**src/rtl/inst_queue_pkg.sv**
```systemverilog
// ---------------------------------------------------------------------------
// inst_queue_pkg
// Shared widths and defaults for the instruction queue that sits between
// the instruction fetcher and the decoder.
//   INSTRUCTION_WIDTH      width of one fetched instruction word
//   ADDRESS_WIDTH          width of a program counter
//   INST_QUEUE_DEPTH_LOG2  default log2 of the queue entry count
//   NULL_INST / NULL_ADDR  value driven on idle data outputs
// ---------------------------------------------------------------------------
package inst_queue_pkg;

  localparam int INSTRUCTION_WIDTH     = 32;
  localparam int ADDRESS_WIDTH         = 32;
  localparam int INST_QUEUE_DEPTH_LOG2 = 4;

  localparam logic [INSTRUCTION_WIDTH-1:0] NULL_INST = '0;
  localparam logic [ADDRESS_WIDTH-1:0]     NULL_ADDR = '0;

endpackage : inst_queue_pkg

```
**src/rtl/inst_queue.sv**
```systemverilog
// ---------------------------------------------------------------------------
// inst_queue
// Circular FIFO of {instruction, pc} pairs between the fetcher and the
// combinational decoder. The head is presented show-ahead and is popped when
// the dispatcher accepts it. A ROB flush discards the whole contents.
//
// Ports
//   clk_in               clock, state updates on rising edge
//   rst_in               asynchronous active-low reset
//   rdy_in               global ready; 0 freezes all state
//   rob_flush_in         misprediction flush, empties the queue
//   ifetch_en_in         fetcher push request
//   ifetch_inst_in       instruction to push
//   ifetch_pc_in         pc of the pushed instruction
//   ifetch_full_out      queue full, fetcher must not push
//   dispatcher_ready_in  downstream accepts the presented head
//   decoder_inst_en_out  head valid
//   decoder_inst_out     head instruction (zero when not valid)
//   decoder_pc_out       head pc (zero when not valid)
//
// Build option
//   INST_QUEUE_BYPASS_EN  when defined, a push into an empty queue is shown
//                         to the decoder in the same cycle; if it is accepted
//                         immediately it is never written into storage.
// ---------------------------------------------------------------------------
module inst_queue
  import inst_queue_pkg::*;
#(
  parameter int DEPTH_LOG2 = INST_QUEUE_DEPTH_LOG2
) (
  input  logic                         clk_in,
  input  logic                         rst_in,
  input  logic                         rdy_in,
  input  logic                         rob_flush_in,
  input  logic                         ifetch_en_in,
  input  logic [INSTRUCTION_WIDTH-1:0] ifetch_inst_in,
  input  logic [ADDRESS_WIDTH-1:0]     ifetch_pc_in,
  output logic                         ifetch_full_out,
  input  logic                         dispatcher_ready_in,
  output logic                         decoder_inst_en_out,
  output logic [INSTRUCTION_WIDTH-1:0] decoder_inst_out,
  output logic [ADDRESS_WIDTH-1:0]     decoder_pc_out
);

  localparam int                  DEPTH     = 2 ** DEPTH_LOG2;
  localparam logic [DEPTH_LOG2:0] DEPTH_CNT = (DEPTH_LOG2 + 1)'(DEPTH);

  logic [INSTRUCTION_WIDTH-1:0] inst_mem_q [DEPTH];
  logic [ADDRESS_WIDTH-1:0]     pc_mem_q   [DEPTH];

  logic [DEPTH_LOG2-1:0] head_q, head_d;
  logic [DEPTH_LOG2-1:0] tail_q, tail_d;
  logic [DEPTH_LOG2:0]   count_q, count_d;

  logic empty, full, active, head_vld, push, pop;

  always_comb begin
    empty    = (count_q == '0);
    full     = (count_q == DEPTH_CNT);
    // Queue is live only when globally ready and not being flushed.
    active   = rdy_in && !rob_flush_in;
    head_vld = !empty && active;

    push = ifetch_en_in && !full && active;
    pop  = head_vld && dispatcher_ready_in;

    decoder_inst_en_out = head_vld;
    decoder_inst_out    = head_vld ? inst_mem_q[head_q] : NULL_INST;
    decoder_pc_out      = head_vld ? pc_mem_q[head_q]   : NULL_ADDR;
    ifetch_full_out     = full;

`ifdef INST_QUEUE_BYPASS_EN
    // Empty queue: forward the incoming pair straight to the decoder. It is
    // stored only if the dispatcher does not take it this cycle. rst_in keeps
    // the outputs quiet while reset is asserted.
    if (empty && active && ifetch_en_in && rst_in) begin
      decoder_inst_en_out = 1'b1;
      decoder_inst_out    = ifetch_inst_in;
      decoder_pc_out      = ifetch_pc_in;
      push                = !dispatcher_ready_in;
    end
`endif

    // Pointers wrap naturally at DEPTH; count tells full from empty.
    head_d  = head_q + DEPTH_LOG2'(pop);
    tail_d  = tail_q + DEPTH_LOG2'(push);
    count_d = count_q;
    case ({push, pop})
      2'b10:   count_d = count_q + (DEPTH_LOG2 + 1)'(1);
      2'b01:   count_d = count_q - (DEPTH_LOG2 + 1)'(1);
      default: count_d = count_q;
    endcase
  end

  always_ff @(posedge clk_in or negedge rst_in) begin
    if (!rst_in) begin
      head_q  <= '0;
      tail_q  <= '0;
      count_q <= '0;
    end else if (rdy_in) begin
      if (rob_flush_in) begin
        head_q  <= '0;
        tail_q  <= '0;
        count_q <= '0;
      end else begin
        head_q  <= head_d;
        tail_q  <= tail_d;
        count_q <= count_d;
      end
    end
  end

  // Storage has no reset; entries are only read between tail and head.
  always_ff @(posedge clk_in) begin
    if (push) begin
      inst_mem_q[tail_q] <= ifetch_inst_in;
      pc_mem_q[tail_q]   <= ifetch_pc_in;
    end
  end

endmodule : inst_queue

```
**config.mk**
```make
export PLATFORM = sky130hd
export DESIGN_NAME = inst_queue
export DESIGN_NICKNAME = d
export VERILOG_FILES = /design/src/rtl/inst_queue_pkg.sv /design/src/rtl/inst_queue.sv
export SDC_FILE = /design/constraint.sdc
export NUM_CORES = 1
export LEC_CHECK = 0
export CAP_MARGIN = 20
export CORE_ASPECT_RATIO = 1.75
export CORE_UTILIZATION = 60
export CTS_BUF_LIST = sky130_fd_sc_hd__clkbuf_2
export DETAILED_ROUTE_END_ITERATION = 12
export PLACE_DENSITY = 0.89
export SLEW_MARGIN = 30
export SYNTH_ARGS = -nofsm -noshare
export SYNTH_HDL_FRONTEND = slang
export SYNTH_SLANG_ARGS = --single-unit
```
**constraint.sdc**
```tcl
create_clock -name clk_in -period 14.35 [get_ports clk_in]
set_input_delay 2.1525 -clock clk_in [delete_from_list [all_inputs] [get_ports clk_in]]
set_output_delay 2.1525 -clock clk_in [all_outputs]
set_load 0.01 [all_outputs]
```
==> results of run 1 <==
[sequential cells by signal, indices dropped and copies added (netlist names)]
register / count
inst_mem_q: 512
head_q: 4
count_q: 5
pc_mem_q: 512
tail_q: 4
[layout make-up]
cell class                 instances  area (um2)
sequential                      1037       31100
fill                            3891       21200
multi-input combinational        471        8300
timing repair buffer             171        1770
clock buffer                     280        1400
tap                              882        1100
clock inverter                    85         508
inverter                          12        50.0
antenna                            4        10.0
[kinds of logic after synthesis]
| logic type | count (synthesis) | synth area share |
|---|---|---|
| buf+inv | 97 | 0.0143 |
| xor+xnor | 3 | 0.000660 |
| fa+ha+maj | 6 | 0.00188 |
| simple gates | 110 | 0.0156 |
| mux | 325 | 0.182 |
| flops | 1037 | 0.780 |
| compound gates | 27 | 0.00500 |
[routing by layer]
metal	GRT usage	routed length (um)	share of wire	vias to the layer above
li1	-	-	-	7647
met1	0.345	30900	0.36	9779
met2	0.451	46200	0.53	1160
met3	0.0511	7330	0.084	183
met4	0.110	2530	0.029	6
met5	0	36	0.00041	-
[power by group through the flow]
stage	registers (uW)	clock network [uW]	logic (uW)
floorplan	3430	0	415
global placement	3450	0	571
detailed placement	3460	0	595
CTS	3390	1740	598
global route	3390	1870	633
finish	3380	1700	600
[final timing paths]
check | endpoint | slack (ps) | start | depth (start not counted)
max | decoder_inst_out[22] | 6610 | head_q[0] | 7
min | count_q[3] | 680 | count_q[3] | 1
max reg2reg | pc_mem_q[10][7] | 10460 | count_q[2] | 7
min reg2reg | count_q[3] | 680 | count_q[3] | 1
max in group asynchronous | head_q[0] | 12610 | rst_in | 1
min in group asynchronous | head_q[3] | 1270 | rst_in | 1
[metrics by stage]
step | instance area [um2] | hold slack, ps | cells | setup slack (ps) | utilization
after global placement | 42100 | 599 | 2567 | 7240 | 0.644
after CTS | 44100 | 671 | 2934 | 6240 | 0.674
final | 44200 | 676 | 2942 | 6610 | 0.676
after detailed placement | 42200 | 641 | 2569 | 6980 | 0.645
after floorplan | 39800 | 560 | 1605 | 4760 | -
after global routing | 44200 | 700 | 2940 | 6190 | 0.676
[layout by cell type (no fill, tap or decap), drive strengths merged, types with 2 or more instances in the layout]
cell type      count
nor4               4
and2              65
a22o               3
or2                2
a21oi              6
o21ai              4
nor2              11
mux4             320
ha                 6
clkbuf           280
nor3               4
clkinv            74
mux2i              2
o22ai              5
buf               36
inv               13
edfxtp          1024
dfrtp             13
nor2b              2
diode              4
nand2             12
clkinvlp           4
nand3              5
bufinv             6
clkdlybuf4s50    135
xnor2              2
nor3b              2
mux2               3
==> metrics.txt, run 1 <==
io pins 136; Yosys top cell area share 0.772; Comb pwr share 0.105; fin crit share 0.539; power density cells 129 nW/um2; Crit Path Class flop to primary output; routed vias 18800; maximum clock path buffer count 3; Pleak 0.0138 uW; average size of a mapped cell 24.8 um2; Worst setup SP type flop; Slew @ Worst Pin 1060 ps; register area share after synthesis 0.780; Final Hold Fails 0; CTS Sinks 1037; core footprint 65500 um2; FMAX 129 MHz; first-pass GRT wire length 128000 um; setup repair after global routing missed its margin no; # port buffers 135; DR vias/cell 6.38; Flop pwr share 0.595; Die ar. 67500 um2; gr ovfl total 0; Layout Skew 72.7 ps; antenna-violating nets left 0; H-tree Lvls 4; Initial Util 0.608; first-pass iteration count of the detailed router 6; vias in the first global route 19900; Sw Share 0.244; Num CTS Buffers 206; num rows 124; syn nets 1681; dpl hpwl 44900 um; most used cell, CP mux4_2; relative slew slack 0.291; flops & latches, synth 1037; internal power 4300 uW; All-Layer GR Usage 0.267; Synth top cells by count edfxtp_1 (1024), mux4_2 (320), and2_1 (65), clkbuf_1 (38), buf_6 (26); Clock Power Share 0.299; Synth Warn # 0; Clock Latency Late Sink 1240 ps; gpl congestion 0.771; Cells after Synth 1605; CP required 12200 ps; top-count cell post-synth edfxtp_1; maximum VDD drop 0.0000783 V; Power, Total 5690 uW; setup violators final 0; Layout Nets 1975; Tmin final 7740 ps; initial antenna violation count 5; kind of end point of the critical path primary output; drt initial violations 2232; ys async rst share 0.0125; status complete, no violations; hold crit path type flop to flop; Worst Path Buf+Inv 4; CTS tree yes; Cell variety after synth 39; postcts setup bufs 0; cell family with most CP delay buffers and inverters; cell taking the most area after synthesis edfxtp_1; CTS clk-pin slew, worst paths 130 ps; largest net degree at the start of global routing 162; ratio of cells with drive above 1 in the final layout 0.335; cts repair resizes 0; Avg WL per Cell 29.6 um; maxcap violations 0; die height 343 um; Die X 197 um; Residual DRC 0; hold_buf cts 0; Critical Path Max Stage Delay 710 ps; CTS root buf clkbuf_2; Slowest-stage cell, CP dfrtp_4; CP Cell Sequence buf_16 -> buf_12 -> buf_6 -> mux4_2 -> mux4_2 -> and2_1 -> clkdlybuf4s50_1; EDFF count, synth 1024; max-slew violations 0; area grow syn2layout 11.1%; Crit Path Max Fanout 104; Cell Area, Synth 39800 um2; setup tns final 0 ps; ys flop type edfxtp_1; CP Data Arrival Time 5590 ps; final WL 87000 um; Area contributors post-synth edfxtp_1 (77%), mux4_2 (18%), and2_1 (1.0%); Psw 1390 uW
(Power assumes the default switching activity.)
==> inputs of run 2 (changes only) <==
--- a/config.mk
+++ b/config.mk
@@ -7,7 +7,7 @@
 export LEC_CHECK = 0
 export CAP_MARGIN = 20
 export CORE_ASPECT_RATIO = 1.75
-export CORE_UTILIZATION = 60
+export CORE_UTILIZATION = 57
 export CTS_BUF_LIST = sky130_fd_sc_hd__clkbuf_2
 export DETAILED_ROUTE_END_ITERATION = 12
 export PLACE_DENSITY = 0.89
==> constraint.sdc (replaced) <==
create_clock -name clk_in -period 6.33 [get_ports clk_in]
set_input_delay 0.9495 -clock clk_in [delete_from_list [all_inputs] [get_ports clk_in]]
set_output_delay 0.9495 -clock clk_in [all_outputs]
set_load 0.01 [all_outputs]
==> run 2 against run 1 <==
First-iteration DRC count down 2.6%. Clock skew up 5.4 ps. Wire length up 1.6%. Final area up 0.31%. Critical endpoint is now decoder_pc_out[5]. Highest routed layer unchanged. Total power up 120%. Global-route usage down 1.1 points. Register-to-register slack worse by 7400 ps. Count of clock-buffer cells in the layout up 11. Via count up 1.6%. Final cell count up 0.71%. Critical path type unchanged. Non-clock buffer count up 7.
==> metrics.txt, run 2 (synthesized netlist as in run 1, its figures left out) <==
final instance area 44400 um2 (+0.31%); Power, Total 12800 uW (+120%); final core utilization 0.645 (-0.0307); routed vias 19100 (+1.6%); Pleak 0.0138 uW (+0.25%); core footprint 68800 um2 (+5.1%); cts repair resizes 0 (unchanged); die height 352 um (+2.6%); Die ar. 71000 um2 (+5.2%); Final Hold Fails 0 (unchanged); Fin Hold WS 416 ps (-260 ps); Crit Path Class flop to primary output; setup tns final 0 ps (unchanged); max-slew violations 0 (unchanged); CTS clk-pin slew, worst paths 130 ps (about the same); relative slew slack 0.475 (+0.184); first-pass GRT wire length 129000 um (+1.1%); hold crit path type input port to flop; drt initial violations 2174 (-2.6%); first-pass iteration count of the detailed router 7 (+1); maxcap violations 0 (unchanged); Flop pwr share 0.600 (+0.005); gpl congestion 0.781 (+1.3%); Tmin final 5520 ps; initial antenna violation count 8 (+3); io pins 136 (unchanged); internal power 9640 uW (+120%); Worst R2R Path Depth 7 (unchanged); Residual DRC 0 (unchanged); setup violators final 0 (unchanged); Worst setup SP type flop; ratio of cells with drive above 1 in the final layout 0.342 (+0.00714); Crit Path Max Fanout 40 (-62%); power density cells 288 nW/um2 (+120%); largest registers inst_mem_q (512), pc_mem_q (512), count_q (5); Worst R2R Setup Slack 3040 ps (-7420 ps); Avg WL per Cell 29.8 um (+0.90%); Clock Latency Late Sink 1290 ps (+50 ps); CTS Sinks 1037 (unchanged); Die X 202 um (+2.6%); FMAX 181 MHz; Area after DPL 42500 um2 (+0.69%); status complete, no violations; reg-to-reg startpoint count_q[2]; num rows 127 (+2.4%); All-Layer GR Usage 0.256 (-0.0115); CP Data Arrival Time 4570 ps (-1020 ps); critical path launch point head_q[0]; fillers 4202 (+8.0%); Comb pwr share 0.110 (+0.005); vias in the first global route 20300 (+1.7%); most common cell after layout, fill and taps aside edfxtp_1; final WL 88400 um (+1.6%); commonest non-fill, non-tap cells in the layout edfxtp_1 (1024), mux4_2 (320), clkbuf_2 (291); dpl hpwl 46700 um (+4.2%); DR vias/cell 6.44 (+0.87%); Sw Share 0.245 (+0.00194); maximum VDD drop 0.000165 V (+110%); largest net degree at the start of global routing 67 (-59%); CP required 5380 ps (-6820 ps); Num CTS Buffers 205 (-0.49%); area grow syn2layout 11.4%; Layout Nets 1981 (+0.30%); Layout Skew 78.1 ps (+5.43 ps); CTS tree yes; # port buffers 135 (unchanged); Initial Util 0.579 (-0.0295); fin crit share 0.872; CTS root buf clkbuf_2; Psw 3140 uW (+130%); Slew @ Worst Pin 788 ps (-276 ps); Worst Setup EP decoder_pc_out[5]; setup repair after global routing missed its margin no; gr ovfl total 0 (unchanged); antenna-violating nets left 0 (unchanged); Clock Power Share 0.289 (-0.010); RR Endpoint pc_mem_q[7][17]; kind of end point of the critical path primary output; maximum clock path buffer count 3 (unchanged); H-tree Lvls 4 (unchanged)
## run 2: worst min path at each step
stage / startpoint / endpoint / cells past startpoint
finish: rob_flush_in / tail_q[2] / 2
global route: rob_flush_in / tail_q[3] / 2
CTS: rob_flush_in / tail_q[2] / 2
detailed placement: count_q[3] / count_q[3] / 1
global placement: count_q[3] / count_q[3] / 1
floorplan: count_q[3] / count_q[3] / 1
## run 2: final cells by class
cell class              instances  area, um2  share of cell area
multi-input cells             471       8320               0.188
repair buffers                178       1990              0.0448
clock buffers                 291       1460              0.0328
flip-flops and latches       1037      31100               0.701
clock inverters                65        325             0.00733
inverters                      12       52.6             0.00118
diodes                          6       15.0            0.000338
well taps                     903       1130              0.0255
## run 2: per-stage QoR
stage          setup slack (ps)  cells
2_1_floorplan             -2050   1605
3_3_place_gp               1490   2596
3_5_place_dp               1200   2597
4_1_cts                     604   2954
5_1_grt                     596   2960
6_report                    810   2963
## run 2: worst max-delay path, cell delays in order, from the launching register on
cell and delay [ps]:
dfrtp_4 790, buf_12 320, buf_12 340, mux4_2 570
mux4_2 510, and2_1 200, clkdlybuf4s50_1 500
## run 2: layer usage
metal	routed length, um	track usage
met5	64	0
met4	2990	0.122
met3	8270	0.0590
met2	46500	0.430
met1	30600	0.316
## run 2: what timing repair did
item                      in CTS  in global routing
hold buffers                   1                  0
buffers inserted               0                  0
hold endpoints to repair      13                  0
## run 2: power by group through the flow
stage               Combinational, uW  Sequential, uW  Clock, uW
detailed placement               1370            7860          0
floorplan                         941            7770          0
finish                           1410            7670       3700
global placement                 1300            7860          0
CTS                              1370            7710       3760
global route                     1490            7680       4040
